### src/rtl/hazard_ctrl_if.sv
// Pipeline-side signal bundle for hazard_ctrl: hazard inputs from the ID/EX
// stages and the stall/flush/bubble controls plus statistics counters.
interface hazard_ctrl_if #(
    parameter int CNT_W = 16
);
    logic [4:0]       IFID_rs1_i;
    logic [4:0]       IFID_rs2_i;
    logic             IDEX_MemRead_i;
    logic [4:0]       IDEX_rd_i;
    logic             Predict_taken_i;
    logic             Mispredict_i;
    logic             Mem_stall_i;
    logic             Cnt_clr_i;
    logic             Stall_o;
    logic             Flush_o;
    logic             Flush_EX_o;
    logic             PCWrite_o;
    logic             NoOp_o;
    logic             PCSel_o;
    logic [CNT_W-1:0] stall_cnt_o;
    logic [CNT_W-1:0] flush_cnt_o;

    modport slave (
        input  IFID_rs1_i, IFID_rs2_i, IDEX_MemRead_i, IDEX_rd_i,
               Predict_taken_i, Mispredict_i, Mem_stall_i, Cnt_clr_i,
        output Stall_o, Flush_o, Flush_EX_o, PCWrite_o, NoOp_o, PCSel_o,
               stall_cnt_o, flush_cnt_o
    );

    modport master (
        output IFID_rs1_i, IFID_rs2_i, IDEX_MemRead_i, IDEX_rd_i,
               Predict_taken_i, Mispredict_i, Mem_stall_i, Cnt_clr_i,
        input  Stall_o, Flush_o, Flush_EX_o, PCWrite_o, NoOp_o, PCSel_o,
               stall_cnt_o, flush_cnt_o
    );
endinterface

### src/rtl/hazard_ctrl.sv
// Pipeline hazard controller: load-use stalls, mispredict/predict-taken flushes,
// memory-stall freeze with a held mispredict, and saturating statistics counters.
//
// state    | meaning
// RUN      | pipeline advancing normally
// MEM_WAIT | data memory busy, whole pipeline frozen
module hazard_ctrl #(
    parameter int CNT_W     = 16,
    parameter bit IGNORE_X0 = 1'b1
) (
    input  logic          clk_i,
    input  logic          start_i,
    hazard_ctrl_if.slave  bus
);
    typedef enum logic {RUN, MEM_WAIT} state_t;

    state_t           state_q;
    logic             pend_q;
    logic             pend_d;
    logic [CNT_W-1:0] stall_cnt_q;
    logic [CNT_W-1:0] flush_cnt_q;

    logic mis_eff;
    logic load_use;
    logic stall;
    logic flush;
    logic flush_ex;
    logic pc_write;
    logic no_op;
    logic pc_sel;

    assign mis_eff  = bus.Mispredict_i | pend_q;
    assign load_use = bus.IDEX_MemRead_i
                      && ((bus.IDEX_rd_i == bus.IFID_rs1_i) || (bus.IDEX_rd_i == bus.IFID_rs2_i))
                      && !(IGNORE_X0 && (bus.IDEX_rd_i == 5'd0));

    always_comb begin
        stall    = 1'b0;
        flush    = 1'b0;
        flush_ex = 1'b0;
        pc_write = 1'b1;
        no_op    = 1'b0;
        pc_sel   = 1'b0;
        if (bus.Mem_stall_i) begin
            stall    = 1'b1;
            pc_write = 1'b0;
        end else if (mis_eff) begin
            flush    = 1'b1;
            flush_ex = 1'b1;
            pc_sel   = 1'b1;
        end else if (load_use) begin
            stall    = 1'b1;
            pc_write = 1'b0;
            no_op    = 1'b1;
        end else if (bus.Predict_taken_i) begin
            flush    = 1'b1;
        end
    end

    // A mispredict seen during a freeze is held until the first unfrozen cycle.
    always_comb begin
        pend_d = pend_q;
        if (bus.Mem_stall_i) begin
            pend_d = pend_q | bus.Mispredict_i;
        end else if (mis_eff) begin
            pend_d = 1'b0;
        end
    end

    always_ff @(posedge clk_i or negedge start_i) begin
        if (!start_i) begin
            state_q     <= RUN;
            pend_q      <= 1'b0;
            stall_cnt_q <= '0;
            flush_cnt_q <= '0;
        end else begin
            case (state_q)
                RUN:      if (bus.Mem_stall_i)  state_q <= MEM_WAIT;
                MEM_WAIT: if (!bus.Mem_stall_i) state_q <= RUN;
                default:  state_q <= RUN;
            endcase
            pend_q <= pend_d;
            if (bus.Cnt_clr_i) begin
                stall_cnt_q <= '0;
                flush_cnt_q <= '0;
            end else begin
                if (stall && (stall_cnt_q != '1))    stall_cnt_q <= stall_cnt_q + 1'b1;
                if (flush_ex && (flush_cnt_q != '1)) flush_cnt_q <= flush_cnt_q + 1'b1;
            end
        end
    end

    assign bus.Stall_o     = stall;
    assign bus.Flush_o     = flush;
    assign bus.Flush_EX_o  = flush_ex;
    assign bus.PCWrite_o   = pc_write;
    assign bus.NoOp_o      = no_op;
    assign bus.PCSel_o     = pc_sel;
    assign bus.stall_cnt_o = stall_cnt_q;
    assign bus.flush_cnt_o = flush_cnt_q;
endmodule

### src/flat_wrapper.sv
// flat-port wrapper written by rule: the top's interface ports become plain ports
module hazard_ctrl_flat 
#(
    parameter int CNT_W     = 16,
    parameter bit IGNORE_X0 = 1'b1
)
  (clk_i, start_i, bus_IFID_rs1_i, bus_IFID_rs2_i, bus_IDEX_MemRead_i, bus_IDEX_rd_i, bus_Predict_taken_i, bus_Mispredict_i, bus_Mem_stall_i, bus_Cnt_clr_i, bus_Stall_o, bus_Flush_o, bus_Flush_EX_o, bus_PCWrite_o, bus_NoOp_o, bus_PCSel_o, bus_stall_cnt_o, bus_flush_cnt_o);
  hazard_ctrl_if #(.CNT_W(CNT_W)) bus_i ();
  input  logic clk_i;
  input  logic start_i;
  input wire logic [$bits(bus_i.IFID_rs1_i)-1:0] bus_IFID_rs1_i;
  input wire logic [$bits(bus_i.IFID_rs2_i)-1:0] bus_IFID_rs2_i;
  input wire logic [$bits(bus_i.IDEX_MemRead_i)-1:0] bus_IDEX_MemRead_i;
  input wire logic [$bits(bus_i.IDEX_rd_i)-1:0] bus_IDEX_rd_i;
  input wire logic [$bits(bus_i.Predict_taken_i)-1:0] bus_Predict_taken_i;
  input wire logic [$bits(bus_i.Mispredict_i)-1:0] bus_Mispredict_i;
  input wire logic [$bits(bus_i.Mem_stall_i)-1:0] bus_Mem_stall_i;
  input wire logic [$bits(bus_i.Cnt_clr_i)-1:0] bus_Cnt_clr_i;
  output wire logic [$bits(bus_i.Stall_o)-1:0] bus_Stall_o;
  output wire logic [$bits(bus_i.Flush_o)-1:0] bus_Flush_o;
  output wire logic [$bits(bus_i.Flush_EX_o)-1:0] bus_Flush_EX_o;
  output wire logic [$bits(bus_i.PCWrite_o)-1:0] bus_PCWrite_o;
  output wire logic [$bits(bus_i.NoOp_o)-1:0] bus_NoOp_o;
  output wire logic [$bits(bus_i.PCSel_o)-1:0] bus_PCSel_o;
  output wire logic [$bits(bus_i.stall_cnt_o)-1:0] bus_stall_cnt_o;
  output wire logic [$bits(bus_i.flush_cnt_o)-1:0] bus_flush_cnt_o;
  assign bus_i.IFID_rs1_i = bus_IFID_rs1_i;
  assign bus_i.IFID_rs2_i = bus_IFID_rs2_i;
  assign bus_i.IDEX_MemRead_i = bus_IDEX_MemRead_i;
  assign bus_i.IDEX_rd_i = bus_IDEX_rd_i;
  assign bus_i.Predict_taken_i = bus_Predict_taken_i;
  assign bus_i.Mispredict_i = bus_Mispredict_i;
  assign bus_i.Mem_stall_i = bus_Mem_stall_i;
  assign bus_i.Cnt_clr_i = bus_Cnt_clr_i;
  assign bus_Stall_o = bus_i.Stall_o;
  assign bus_Flush_o = bus_i.Flush_o;
  assign bus_Flush_EX_o = bus_i.Flush_EX_o;
  assign bus_PCWrite_o = bus_i.PCWrite_o;
  assign bus_NoOp_o = bus_i.NoOp_o;
  assign bus_PCSel_o = bus_i.PCSel_o;
  assign bus_stall_cnt_o = bus_i.stall_cnt_o;
  assign bus_flush_cnt_o = bus_i.flush_cnt_o;
  hazard_ctrl #(.CNT_W(CNT_W), .IGNORE_X0(IGNORE_X0)) u_core (.clk_i(clk_i), .start_i(start_i), .bus(bus_i));
endmodule
### config.mk
export PLATFORM = sky130hd
export DESIGN_NAME = hazard_ctrl_flat
export DESIGN_NICKNAME = d
export VERILOG_FILES = /design/src/rtl/hazard_ctrl_if.sv /design/src/rtl/hazard_ctrl.sv /design/src/flat_wrapper.sv
export SDC_FILE = /design/constraint.sdc
export NUM_CORES = 1
export LEC_CHECK = 0
export ABC_AREA = 1
export CAP_MARGIN = 0
export CORE_UTILIZATION = 30
export CTS_CLUSTER_SIZE = 12
export DETAILED_ROUTE_END_ITERATION = 8
export PLACE_DENSITY = 0.51
export SLEW_MARGIN = 5
export SYNTH_ARGS = -nofsm -noshare
export SYNTH_HDL_FRONTEND = slang
export SYNTH_SLANG_ARGS = --single-unit
export TNS_END_PERCENT = 30
### constraint.sdc
create_clock -name clk_i -period 1.6 [get_ports clk_i]
set_input_delay 0.24 -clock clk_i [delete_from_list [all_inputs] [get_ports clk_i]]
set_output_delay 0.24 -clock clk_i [all_outputs]
set_load 0.02 [all_outputs]
==> metrics <==
Cells after DPL 534; area of placed instances ~3400 um2; Critical Path Sink Type register; run status finished clean; clock slew seen by the registers of the worst setup and hold paths approximately 0.08 ns; Clock Root Buffer clkbuf_8; proportion of register bits with asynchronous set or reset after synthesis 100%; Max VDD drop 0.303 mV; post-route clock skew a little under 0.009 ns; initial antenna violation count 0; crit start category register; final antenna diode count 0; count of nets left with antenna violations after detail routing 0; CTS tree built; dpl hpwl between 4000 and 5000 um; share of post-route cells with drive strength above 1 between 20% and 30%; vias after detailed routing around 2500; CTS Hold Buffers Added 0; vias in the first global route approximately 2400; average routed wire per standard cell between 10 and 15 um; synthesized area per cell around 6.8 um2; clock network latency to the later pin of the worst-skew pair 0.30 ns; Routed met2 length between 3000 and 4000 um; total overflow reported by the global router 0; final routed DRC violation total 0; fin worst setup slack 0.00546 ns; gate family responsible for the most delay along the worst path simple AND/OR/NAND/NOR gates; largest net degree at the start of global routing 34; synthesized netlist cell count around 350; number of warnings issued by yosys 0; wire length on met1 roughly 3100 um; type of the worst min-delay path in2async; setup repair after global routing missed its margin true; Die Wd 90.6 um; largest fanout on the critical path 7; length of the first detailed-routing pass in iterations 4; number of sinks driven by the clock tree 33; register area share after synthesis 35.1%; number of enable-type register cells in the synthesized netlist 0; highest routed metal layer met4; peak per-stage delay on the critical path roughly 0.39 ns; Starting Density 31.8%; Tot GR Track Use roughly 17%; fraction of the core area covered by cells at the end of the flow 48.0%; highest-delay cell along the critical path dfrtp_2; buffers from clock root to sink, at most 2; Yosys top cell area share about a third; Critical Path AT 1.78 ns; Filler Cell Count 772; aggregate routed wire length about 6600 um; hold slack final roughly 0.32 ns; standard cell core area around 7400 um2; static leakage a little over 2 nW; RD Place Congestion ~0.82; most used standard cell by instance count after synthesis nand2_1; Yosys reg bits 33; period utilization between 90% and 100%; setup slack after placement -0.687 ns; final count of negative-setup-slack endpoints 0; most instantiated cells after synthesis 104 x nand2_1, 38 x inv_1, 38 x nor2_1, 34 x nand3_1, 33 x dfrtp_1; Std-Cell Rows 31; power per unit of standard cell area between 500 and 600 nW/um2; final total power 1.90 mW; Crit path buffers/inverters 2; hold violation count in the final report 0; synth unique cells 29; Most used DFF post-synth dfrtp_1; timing-limited maximum frequency around 630 MHz; number of buffers added by the clock tree synthesis step 5; Mapped Area between 2000 and 2500 um2; top area cells in the synthesized netlist dfrtp_1 35%, nand2_1 17%, nand3_1 7.2%; slew at the pin closest to its max-slew limit 0.326 ns; H-tree levels 2; Setup Total Neg Slack 0 ns; synthesis-to-layout area growth 50.8%; pins over their slew limit 0; DR iter-0 viols between 60 and 70; max_slew headroom just under 80%; cell-by-cell listing of the critical path ha_4 > nand2_4 > inv_2 > nand4_1 > nor2_2 > nand2_2 > o21ai_2 > nand2_2 > buf_6 > nand2_1 > nand2_1; filler-free cell count of the finished design around 550; total nets after synthesis 371; Nets 469; library cell with the largest summed area after synthesis dfrtp_1; minimum clock period around 1.6 ns; Ports 60; first-pass GRT wire length around 11000 um; number of input and output port buffers inserted just under 60; post-detailed-route via-to-cell ratio 4.60; final design instance area without fill 3550 um2; Die Area approximately 8000 um2; reported max-cap violation count 0; Setup CP Type reg2reg; die extent in y between 90 and 100 um; data required time at the worst endpoint around 1.8 ns; Detail Route met3 WL 253 um
layer usage:
layer | vias to the layer above | global-route usage [%]
li1 | 1303 | -
met1 | 1150 | 22.5
met2 | 47 | 28.4
met3 | 7 | 3.87
met4 | 0 | 4.84
met5 | - | 0
flip-flops by register name, indices dropped and copies added (netlist names):
signal / count
u_core.bus.flush_cnt_o: 16
u_core.bus.stall_cnt_o: 16
u_core.pend_q: 1
final cells by class:
cell class              count  area [um2]  area share (%)
clock inverters             1        5.00           0.141
multi-input cells         253        1390            39.1
repair buffers            103         922            26.0
well taps                  99         124            3.49
flip-flops and latches     33         831            23.4
clock buffers               7        96.3            2.71
inverters                  49         186            5.25
layout by cell type, fill, tap and decap left out, drive strengths merged:
master | netlist | final
nand2 | 107 | 107
buf | 10 | 50
inv | 48 | 48
nor2 | 42 | 42
dlygate4sd2 | 0 | 39
nand3 | 36 | 36
dfrtp | 33 | 33
nand4 | 27 | 27
xor2 | 17 | 17
o21ai | 8 | 8
clkbuf | 2 | 7
clkdlybuf4s50 | 0 | 7
nor3 | 6 | 6
dlymetal6s2s | 0 | 4
xnor2 | 3 | 3
clkdlybuf4s15 | 0 | 3
a21oi | 2 | 2
ha | 2 | 2
clkinv | 1 | 2
o21a | 1 | 1
a31o | 1 | 1
or2 | 1 | 1
where the power goes:
group / internal (mW) / total, mW / switching [mW] / leakage [nW]
registers: 0.846 / 0.858 / 0.0124 / 0.451
logic: 0.143 / 0.323 / 0.180 / 1.52
clock network: 0.389 / 0.723 / 0.334 / 0.0542
total: 1.38 / 1.90 / 0.527 / 2.02
timing repair:
action                     CTS  global route
setup endpoints to repair   66            42
pin swaps                   15            16
resized for setup           76            34
buffers inserted             0             3
path summary, 6_finish.rpt:
check,from,to,slack [ns],cells after the start
setup / recovery,u_core.bus.flush_cnt_o[1],u_core.bus.flush_cnt_o[13],0.005,11
hold / removal,start_i,u_core.bus.stall_cnt_o[2],0.32,2
setup reg to reg,u_core.bus.flush_cnt_o[1],u_core.bus.flush_cnt_o[13],0.005,11
hold reg to reg,u_core.bus.flush_cnt_o[15],u_core.bus.flush_cnt_o[15],0.56,2
max in group asynchronous,start_i,u_core.bus.flush_cnt_o[1],1.08,2
min in group clk_i,u_core.bus.flush_cnt_o[15],u_core.bus.flush_cnt_o[15],0.56,2
cell families (layout without fill, tap and decap cells):
group           after synthesis  count (layout)  share of synthesized area (%)
simple gates                219             219                           42.8
compound gates               12              12                           2.81
xor+xnor                     20              20                           7.44
fa+ha+maj                     2               2                           1.06
buf+inv                      61             160                           10.9
flops                        33              33                           35.1
(Power assumes the default switching activity.)
